### config.mk
export PLATFORM = sky130hd
export DESIGN_NAME = cp_sequencer_1506
export DESIGN_NICKNAME = d
export VERILOG_FILES = /design/src/rtl/cp_pkg_1506.sv /design/src/rtl/cp_watchdog.sv /design/src/rtl/cp_sequencer_1506.sv
export SDC_FILE = /design/constraint.sdc
export NUM_CORES = 1
export LEC_CHECK = 0
export ABC_AREA = 0
export ABC_CLOCK_PERIOD_IN_PS = 2200
export BUFFER_PORTS_ARGS = -buffer_cell sky130_fd_sc_hd__buf_2
export CORE_MARGIN = 1
export CORE_UTILIZATION = 40
export CTS_CLUSTER_DIAMETER = 200
export DETAILED_ROUTE_END_ITERATION = 6
export HOLD_SLACK_MARGIN = 0.06
export SYNTH_ARGS = -nofsm -noshare
export SYNTH_HDL_FRONTEND = slang
export SYNTH_SLANG_ARGS = --single-unit
### constraint.sdc
create_clock -name clk -period 2.2 [get_ports clk]
set_input_delay 0 -clock clk [delete_from_list [all_inputs] [get_ports clk]]
set_output_delay 0 -clock clk [all_outputs]
set_load 0.02 [all_outputs]
### src/rtl/cp_pkg_1506.sv
// cp_pkg_1506: shared encodings for the cryptoprocessor sequencer.
// Holds instruction opcodes, command width and the sequencer state type.
package cp_pkg_1506;

    localparam int CMD_W = 24;
    localparam int INS_W = 3;

    typedef enum logic [INS_W-1:0] {
        INS_NOP  = 3'd0,
        INS_ADD  = 3'd1,
        INS_SUB  = 3'd2,
        INS_MUL  = 3'd3,
        INS_RED  = 3'd4,
        INS_HALT = 3'd7
    } ins_e;

    typedef enum logic [2:0] {
        S_IDLE,
        S_LOAD,
        S_FETCH,
        S_ISSUE,
        S_WAIT,
        S_READOUT,
        S_FIN
    } state_e;

    function automatic logic is_halt(input logic [CMD_W-1:0] word);
        return word[CMD_W-1 -: INS_W] == INS_HALT;
    endfunction

endpackage

### src/rtl/cp_watchdog.sv
// cp_watchdog: cycle counter that flags when an instruction has waited too long.
// Expires on the TIMEOUT-th consecutive enabled cycle since the last clear.
module cp_watchdog #(
    parameter int TIMEOUT = 4095
) (
    input  logic clk,
    input  logic rst,
    input  logic clear,
    input  logic enable,
    output logic expire
);

    localparam int W = $clog2(TIMEOUT + 1);

    logic [W-1:0] r_cnt;

    always_ff @(posedge clk or negedge rst) begin
        if (!rst)
            r_cnt <= '0;
        else if (clear)
            r_cnt <= '0;
        else if (enable)
            r_cnt <= r_cnt + 1'b1;
    end

    assign expire = enable && (r_cnt == W'(TIMEOUT - 1));

endmodule

### src/rtl/cp_sequencer_1506.sv
// cp_sequencer_1506: loads operands, steps a ROM program through the cryptoprocessor,
// then reads results back; guards each instruction with a watchdog.
module cp_sequencer_1506
    import cp_pkg_1506::*;
#(
    parameter int PC_W    = 10,
    parameter int N_LOAD  = 8,
    parameter int N_OUT   = 2,
    parameter int TIMEOUT = 4095
) (
    input  logic             clk,
    input  logic             rst,
    input  logic             start,
    input  logic             in_valid,
    output logic [PC_W-1:0]  prog_addr,
    input  logic [CMD_W-1:0] prog_data,
    output logic [CMD_W-1:0] command_cp,
    output logic             ins_in,
    output logic             data_en,
    output logic             get_output,
    input  logic             cp_done,
    output logic             out_valid,
    output logic             busy,
    output logic             done,
    output logic             error
);

    localparam int CNT_W = $clog2((N_LOAD > N_OUT ? N_LOAD : N_OUT) + 1);
    localparam logic [PC_W-1:0] PC_LAST = '1;

    state_e             r_state, w_next;
    logic [PC_W-1:0]    r_pc;
    logic [CNT_W-1:0]   r_cnt;
    logic [CMD_W-1:0]   r_cmd;
    logic               r_done, r_error;
    logic               w_halt, w_expire, w_pc_last, w_load_acc, w_load_last, w_out_last;
    logic               w_issue, w_wait_done, w_fault;
    logic [CMD_W-1:0]   w_cnt_cmd;

    cp_watchdog #(.TIMEOUT(TIMEOUT)) u_wdog (
        .clk    (clk),
        .rst    (rst),
        .clear  (r_state != S_WAIT),
        .enable (r_state == S_WAIT),
        .expire (w_expire)
    );

    always_comb begin
        w_halt      = is_halt(prog_data);
        w_pc_last   = r_pc == PC_LAST;
        w_load_acc  = (r_state == S_LOAD) && in_valid;
        w_load_last = r_cnt == CNT_W'(N_LOAD - 1);
        w_out_last  = r_cnt == CNT_W'(N_OUT - 1);
        w_issue     = (r_state == S_ISSUE) && !w_halt;
        w_wait_done = (r_state == S_WAIT) && cp_done;
        // the last ROM word still executes; only its completion is treated as a fault
        w_fault     = (r_state == S_WAIT) && (cp_done ? w_pc_last : w_expire);
        w_cnt_cmd   = CMD_W'(r_cnt);
        w_next      = r_state;
        case (r_state)
            S_IDLE:    w_next = start ? S_LOAD : S_IDLE;
            S_LOAD:    w_next = (w_load_acc && w_load_last) ? S_FETCH : S_LOAD;
            S_FETCH:   w_next = S_ISSUE;
            S_ISSUE:   w_next = w_halt ? S_READOUT : S_WAIT;
            S_WAIT:    w_next = w_fault ? S_FIN : (cp_done ? S_FETCH : S_WAIT);
            S_READOUT: w_next = w_out_last ? S_FIN : S_READOUT;
            S_FIN:     w_next = S_IDLE;
            default:   w_next = S_IDLE;
        endcase
    end

    always_ff @(posedge clk or negedge rst) begin
        if (!rst) begin
            r_state <= S_IDLE;
            r_pc    <= '0;
            r_cnt   <= '0;
            r_cmd   <= '0;
            r_done  <= 1'b0;
            r_error <= 1'b0;
        end else begin
            r_state <= w_next;
            if (r_state == S_IDLE && start) begin
                r_pc    <= '0;
                r_cnt   <= '0;
                r_done  <= 1'b0;
                r_error <= 1'b0;
            end
            if (w_load_acc)
                r_cnt <= w_load_last ? '0 : r_cnt + 1'b1;
            if (r_state == S_READOUT)
                r_cnt <= w_out_last ? '0 : r_cnt + 1'b1;
            if (w_issue)
                r_cmd <= prog_data;
            if (w_wait_done && !w_pc_last)
                r_pc <= r_pc + 1'b1;
            if (w_fault)
                r_error <= 1'b1;
            if (w_next == S_FIN)
                r_done <= 1'b1;
        end
    end

    assign prog_addr  = r_pc;
    assign data_en    = w_load_acc;
    assign ins_in     = w_issue;
    assign get_output = r_state == S_READOUT;
    assign out_valid  = r_state == S_READOUT;
    assign command_cp = (r_state == S_LOAD || r_state == S_READOUT) ? w_cnt_cmd :
                        w_issue ? prog_data :
                        (r_state == S_WAIT) ? r_cmd : '0;
    assign busy       = !(r_state == S_IDLE || r_state == S_FIN);
    assign done       = r_done;
    assign error      = r_error;

endmodule

# --- Word level (Yosys, flattened, before mapping) ---
# Index checks and enable logic that the tools add are counted.
totals:
  ramBits: 0
  wordCells: 65
  latchBits: 0
  romBits: 0
  mem_count: 0
  register_bits: 55
  out_inout_bits: 41
classes:
  eq_ne: 13
  n_shift: 0
  add_sub_neg: 3
  n_mul: 0
  n_reduce_logical: 19
  n_lt_le_gt_ge: 0
  n_div: 0
  n_bitwise: 0
  mux: 23
ops:
  columns: ["cell", "n"]
  rows:
  - ["$mux 24", 3]
  - ["$mux 12", 2]
  - ["$mux 10", 2]
  - ["$mux 4", 5]
  - ["$pmux 3 s6", 1]
  - ["$eq 3x3->1 const B", 5]
  - ["$add 12x1->12 const B", 1]
  - ["$eq 12x12->1 const B", 1]
  - ["$add 10x1->10 const B", 1]
  - ["$eq 10x10->1 const B", 1]
  - ["$logic_and 1x1->1", 8]
  - ["$reduce_bool 2->1", 4]
  - ["$eq 3x2->1 const B", 2]
  - ["$mux 1", 6]
  - ["$mux 3", 2]
  - ["$add 4x1->4 const B", 1]
  - ["$eq 4x1->1 const B", 1]
  - ["$eq 4x3->1 const B", 1]
  - ["$mux 2", 2]
  - ["$eq 3x1->1 const B", 1]
  - ["$logic_not 1->1", 3]
  - ["$logic_not 3->1", 1]
  - ["$ne 3x3->1 const B", 1]
  - ["$reduce_bool 3->1", 1]
  - ["$logic_or 1x1->1", 2]

# --- Logic depth before layout (Yosys ltp) ---
# Gate-level depths: netlist of run 1.
depth:
  depth_word: 8
  ltp_mapped: 8
  ltp_nobuf: 6

# --- By module ---
# Synthesis of run 1 repeated with hierarchy kept, for this count alone.
hier_totals:
  hier_cells: 286
  hier_area_um2: 3027.9
by_module_without_submodules:
  columns: ["module", "seq_area_each_um2", "area_each_um2", "n_inst", "cells_per_inst"]
  rows:
  - ["cp_sequencer_1506", 1076.0, 2393.5, 1, 218]
  - ["cp_watchdog", 300.3, 634.4, 1, 68]

# --- Least setup slack after synthesis of run 1 ---
# No wires, ideal clock.
synth_path:
  path_kind: "register -> register"
  startpoint: "register r_pc[0] (netlist: prog_addr[0])"
  endpoint: "register r_pc[8] (netlist: prog_addr[8])"
  arrival_time_ps: 1727
  path_slack_ps: 349
  path_stages_with_launch: 7
  n_path_buf: 1
  period_less_slack_ps: 1851
  path_cell_list: "dfrtp_1 ha_1 nand3_1 o31ai_2 buf_2 nor4_1 a211o_1"
synth_between:
  elab_chain_len: 4
synth_lines:
  columns: ["element", "line_no", "text"]
  rows:
  - ["start, declared", "cp_sequencer_1506.sv:32", "logic [PC_W-1:0] r_pc;"]
  - ["start signal, assigned", "cp_sequencer_1506.sv:95", "r_pc <= r_pc + 1'b1;"]
  - ["parallel branches: the longest is 4 deep, another holds $add 10x1->10", null, null]
# Parallel ways; which one is timed is not known.
# A chain may end at the register's enable or synchronous reset.

# --- Worst setup path after layout of run 1 ---
layout_path:
  startpoint: "register r_pc[0] (netlist: prog_addr[0])"
  endpoint: "register r_pc[3] (netlist: prog_addr[3])"
# The elaborated chain is that of the path after synthesis.

==> results.md, run 1 <==
- Setup tns final: 0 ps
- Drt total wl: around 6.2 mm
- Clk sink count: 55
- Min-delay worst type: in2reg
- Post-Synthesis Cells: roughly 280
- CP required: 2410 ps
- Starting Density: 42.0%
- Synth area leader: dfrtp_1
- Worst Skew: around 13 ps
- Clock tree buffer depth: 2
- Pleak: around 0.0019 µW
- Cell Pwr Density: about 950 nW/µm²
- Syn_area_per_cell: between 10 and 15 µm²
- H-tree depth: 2
- CP arrival: about 2100 ps
- Pin count of the biggest net entering global routing: 50
- GRT Util Overall: between 10% and 20%
- WHS: about 130 ps
- Worst slack, placed: slightly above 300 ps
- Top cell type's share of synthesized area: a little under half
- Critical Path End Type: flip-flop
- Die area: between 7000 and 8000 µm²
- Drt first pass iters: 4
- Final Power: approximately 3600 µW
- Post-Syn Area: 2900 µm²
- Sequential share of the synthesized area: 47.5%
- Status: finished clean
- DRT antenna net count: 0
- DR vias: 2419
- Commonest non-fill, non-tap cells in the layout: buf_2 (69), dfrtp_1 (55), dlygate4sd3_1 (26)
- Core area: 6910 µm²
- Peak supply drop: approximately 0.46 mV
- Worst slew margin: 58.0%
- Synth area leaders: dfrtp_1 (47%), mux2_2 (7.4%), a22o_1 (6.3%)
- Nets: slightly above 400
- Critical Path Start Type: flip-flop
- Detailed placement HPWL: ~4.3 mm
- Wirelength per Cell: roughly 13 µm
- Clock-pin slew on the worst setup and hold paths: 110 ps
- TritonCTS clock tree: done
- First-pass GRT wire length: ~11 mm
- Clock root buffer: clkbuf_8
- Syn-to-layout area delta: 28.8%
- Final GP Congestion: 0.796
- Global route overflow: 0
- Final setup viols: 0
- Vias in the first global route: between 2000 and 2500
- DRC: 0
- CTS Buf Count: 5
- FP Rows: 30
- EDFF count, synth: 0
- Worst skew pair latency: slightly above 300 ps
- Critical path fanouts, max: 10
- Synth Net Count: around 310
- Pin slew with the least headroom to its limit: about 630 ps
- Antenna cells: 0
- Max cap viols: 0
- Ys async rst share: 100%
- Crit share post-route: 87.7%
- RSZ-0062 raised after global routing: false
- I/O Buffers: between 60 and 70
- Fin crit period: slightly below 2000 ps
- Synth Flop Type: dfrtp_1
- Min setup slack post-route: around 270 ps
- Worst setup path class: reg2reg
- Commonest non-fill, non-tap cell in the layout: buf_2
- #FFs+latches synth: between 50 and 60
- Fin. max-slew vios: 0
- Num ports: 70
- Initial antenna violation count: 0
- Max Freq: ~520 MHz
- Vias/cell: roughly 5.2
- Ratio of cells with drive above 1 in the final layout: between 20% and 30%
- Final Hold Violating Endpoints: 0
- Die span in x: 87.1 µm
- Initial DRC Count: ~100
- Distinct cells, synth: 49
- Die Ht: slightly below 90 µm
- Ys Warns: 0
==> synthesized netlist by cell type (4+ instances only) <==
library cell / n
mux2_2: 19
nand3_1: 13
clkbuf_1: 7
inv_1: 11
a211o_1: 5
a22o_1: 21
a22oi_1: 5
nand4_1: 6
buf_2: 6
dfrtp_1: 55
ha_1: 6
nand2_1: 21
o21ai_0: 9
xor2_1: 9
nand2b_1: 4
nor2_1: 19
and3_1: 5
nor3_1: 5
==> sequential cells by signal, indices dropped and copies added, names as in the netlist <==
register,flops
r_state,3
prog_addr,10
error,1
r_cnt,4
u_wdog.r_cnt,12
r_cmd,24
done,1
==> worst max-delay path, cell delays in order (launching register included) <==
cell	delay, ps
dfrtp_1	450
ha_1	220
nand3_1	120
o31ai_2	470
buf_4	250
nor3_1	60
a211o_1	260
==> repair_timing <==
action                                  4_1_cts  5_1_grt
setup buffers                                 0        0
gates resized for setup                       0        0
hold endpoints to repair                     50        0
hold buffers                                 26        0
endpoints found under the setup margin        0        0
==> path summary, 6_finish.rpt <==
| check | slack [ps] | start | endpoint | cells after the start |
|---|---|---|---|---|
| min | 130 | in_valid | r_cnt[1]$_DFFE_PN0P_ | 3 |
| max in group asynchronous | 1390 | rst | r_cmd[23]$_DFFE_PN0P_ | 3 |
| max reg2reg | 270 | prog_addr[0]$_DFFE_PN0P_ | prog_addr[3]$_DFFE_PN0P_ | 6 |
| min in group asynchronous | 220 | rst | prog_addr[3]$_DFFE_PN0P_ | 2 |
| min reg2reg | 490 | u_wdog.r_cnt[0]$_DFF_PN0_ | u_wdog.r_cnt[0]$_DFF_PN0_ | 1 |
| max | 270 | prog_addr[0]$_DFFE_PN0P_ | prog_addr[3]$_DFFE_PN0P_ | 6 |
==> routing by layer <==
metal  global-route usage, %  wire (µm)  part of all wire, %
met1                    24.0       2920                   47
met2                    28.2       2970                   48
met3                    3.22        283                  4.5
met4                    5.51         73                  1.2
met5                       0          0                    0
==> cells by family (layout without fill, tap and decap cells) <==
kind of cell | count (synthesis) | count (layout) | synth area share (%)
AOI/OAI and AO/OA | 57 | 57 | 15.3
buffers and inverters | 28 | 120 | 4.32
and+or+nand+nor | 98 | 98 | 18.6
muxes | 21 | 21 | 8.11
xor gates and xnor gates | 12 | 12 | 3.63
DFF | 55 | 55 | 47.5
adders and majority gates | 6 | 6 | 2.59
==> final cells by class <==
| type | instances | area [µm²] |
|---|---|---|
| clock buffers | 6 | 82.6 |
| inverters | 11 | 41.3 |
| fillers | 643 | 3170 |
| clock inverters | 2 | 38.8 |
| repair buffers | 101 | 676 |
| multi-input cells | 194 | 1400 |
| flip-flops and latches | 55 | 1380 |
| well taps | 96 | 120 |
==> power breakdown <==
part / leakage, µW / total [µW] / internal (µW) / switching [µW]
registers: 0.000732 / 1450 / 1240 / 210
logic: 0.00109 / 1390 / 622 / 764
clock network: 0.0000618 / 721 / 375 / 346
total: 0.00189 / 3560 / 2240 / 1320
==> per-stage QoR <==
stage | cells | utilization (%) | cell area, µm²
2_1_floorplan | 277 | - | 2900
3_3_place_gp | 431 | 48.5 | 3350
3_5_place_dp | 431 | 48.5 | 3350
4_1_cts | 465 | 54.1 | 3730
5_1_grt | 465 | 54.1 | 3730
6_report | 465 | 54.1 | 3730
Power figures use the tool's default switching activity.
==> run 2: changes to the inputs <==
--- a/config.mk
+++ b/config.mk
@@ -8,11 +8,14 @@
 export ABC_AREA = 0
 export ABC_CLOCK_PERIOD_IN_PS = 2200
 export BUFFER_PORTS_ARGS = -buffer_cell sky130_fd_sc_hd__buf_2
+export CORE_ASPECT_RATIO = 1.1
 export CORE_MARGIN = 1
-export CORE_UTILIZATION = 40
+export CORE_UTILIZATION = 53
 export CTS_CLUSTER_DIAMETER = 200
+export CTS_CLUSTER_SIZE = 8
 export DETAILED_ROUTE_END_ITERATION = 6
 export HOLD_SLACK_MARGIN = 0.06
+export PLACE_DENSITY = 0.79
 export SYNTH_ARGS = -nofsm -noshare
 export SYNTH_HDL_FRONTEND = slang
 export SYNTH_SLANG_ARGS = --single-unit
==> results.md, run 2 (same netlist as run 1, synthesis figures left out) <==
- Status: finished clean
- DR vias: 2461
- Worst skew pair latency: roughly 310 ps
- Top Layer Used: met4
- I/O Buffers: approximately 70
- GRT Util Overall: a little under a quarter
- First-pass GRT wire length: 10.7 mm
- Clock tree buffer depth: 2
- CP max-delay cell: dfrtp_1
- R2r endpoint: prog_addr[6]$_DFFE_PN0P_
- CP arrival: between 1500 and 2000 ps
- DRC: 0
- Antenna cells: 0
- Clock-pin slew on the worst setup and hold paths: roughly 100 ps
- RSZ-0062 raised after global routing: false
- Vias/cell: about 5.6
- CP required: between 2000 and 2500 ps
- Clk sink count: 55
- TritonCTS clock tree: done
- Final GP Congestion: roughly 0.8
- Cell family with most CP delay: flip-flops
- Syn-to-layout area delta: 27.1%
- Fin. max-slew vios: 0
- Largest Register: r_cmd
- Die span in x: between 70 and 80 µm
- Worst reg2reg setup slack: around 310 ps
- Pin slew with the least headroom to its limit: 369 ps
- Final Hold Violating Endpoints: 0
- Setup tns final: 0 ps
- Pleak: roughly 0.0019 µW
- Max cap viols: 0
- H-tree depth: 2
- Drt total wl: between 6 and 7 mm
- Crit share post-route: 87.1%
- Min-delay worst type: in2reg
- WL met3: 340 µm
- Reg2reg path depth: 6
- FILL cells: ~380
- Worst-path cell chain: and3b_1 -> and2_1 -> buf_12 -> a22o_1 -> buf_2
- Core area: between 5000 and 6000 µm²
- CTS Buf Count: 5
- Critical Path Start Type: flip-flop
- Die Ht: between 70 and 80 µm
- Commonest non-fill, non-tap cell in the layout: buf_2
- Drt first pass iters: 5
- FP Rows: 27
- Crit path buf inv count: 2
- Fin crit period: 1920 ps
- Setup crit start: r_state[1]$_DFF_PN0_
- Wirelength per Cell: approximately 15 µm
- Die area: 5770 µm²
- WHS: 140 ps
- Critical path fanouts, max: 40
- Met2 wire length: 3.15 mm
- Worst slew margin: roughly 75%
- Critical path capture point: command_cp[6]
- Worst Skew: 15.4 ps
- Wire length on met1: 2.95 mm
- Worst setup path class: reg2out
- Multi-input combinational cell area: ~1400 µm²
- Largest register FFs: 24
- Num ports: 70
- Final setup viols: 0
- Global route overflow: 0
- Commonest non-fill, non-tap cells in the layout: buf_2 (69), dfrtp_1 (55), dlygate4sd3_1 (26)
- DRT antenna net count: 0
- Max Freq: around 520 MHz
- # Post-CTS Setup Buffers: 0
- Peak supply drop: 0.540 mV
- Nets: 404
- Starting Density: a little under three fifths
- Ratio of cells with drive above 1 in the final layout: 28.9%
- Pin count of the biggest net entering global routing: 56
- Initial DRC Count: 99
- Vias in the first global route: 2286
- Register Area: 1380 µm²
- Detailed placement HPWL: 4.10 mm
- Cell Pwr Density: roughly 930 nW/µm²
- Critical Path End Type: primary output
- Worst R2R Start: prog_addr[0]$_DFFE_PN0P_
- WP depth: 5
- Slowest cell delay on critical path: roughly 540 ps
- Initial antenna violation count: 0
- Clock root buffer: clkbuf_8
==> run 2: changes by cell type in the layout (fill, tap and decap cells not counted) <==
cell       before  now
and2_1          2    3
and2_2          1    0
buf_4           4    5
bufinv_16       1    0
clkbuf_1        0    1
clkinv_4        0    1
inv_6           1    0
==> run 2: report_power, final <==
part / total, µW / internal, µW / switching, µW
Sequential: 1460 / 1240 / 220
Combinational: 1410 / 627 / 781
Clock: 577 / 259 / 318
==> run 2: area by class of cell <==
| cell class | instances | area share [%] |
|---|---|---|
| Clock buffer | 7 | 2.34 |
| Clock inverter | 1 | 0.238 |
| Inverter | 11 | 1.12 |
| Multi-Input combinational cell | 194 | 37.9 |
| Sequential cell | 55 | 37.4 |
| Tap cell | 72 | 2.45 |
| Timing Repair Buffer | 102 | 18.5 |
==> run 2: how the worst min path moves through the flow <==
stage                     startpoint              endpoint  slack [ps]  depth (start not counted)
final                       in_valid  r_cnt[1]$_DFFE_PN0P_         140                          3
after CTS                   in_valid  r_cnt[1]$_DFFE_PN0P_         130                          3
after floorplan                  rst      done$_DFFE_PN0P_        -300                          0
after global routing        in_valid  r_cnt[1]$_DFFE_PN0P_         150                          3
after detailed placement         rst  r_cmd[3]$_DFFE_PN0P_          20                          2
after global placement           rst  r_cmd[3]$_DFFE_PN0P_          20                          2
==> run 2: tightest hold or removal path, stage by stage <==
cell       delay (ps)
buf_2             120
nand4bb_1         140
o221ai_1          120
==> run 2: routing by layer <==
| metal | global-route usage, % | vias to the layer above |
|---|---|---|
| met5 | 0 | - |
| met2 | 40.4 | 88 |
| li1 | - | 1185 |
| met4 | 6.67 | 0 |
| met1 | 31.3 | 1176 |
| met3 | 4.80 | 12 |
==> run 2: timing repair <==
action	4_1_cts	5_1_grt
hold buffers	26	0
setup endpoints to repair	0	0
endpoints found under the hold margin	80	0
gates resized for setup	0	0
==> run 2: metrics by stage <==
step	total power (µW)	util, %	setup slack [ps]	cell area (µm²)	std cells
6_report	3440	71.7	285	3680	442
2_1_floorplan	2440	-	349	2900	277
3_3_place_gp	2780	64.8	451	3330	408
3_5_place_dp	2830	64.8	391	3330	408
4_1_cts	3440	71.7	314	3680	442
5_1_grt	3680	71.7	145	3680	442
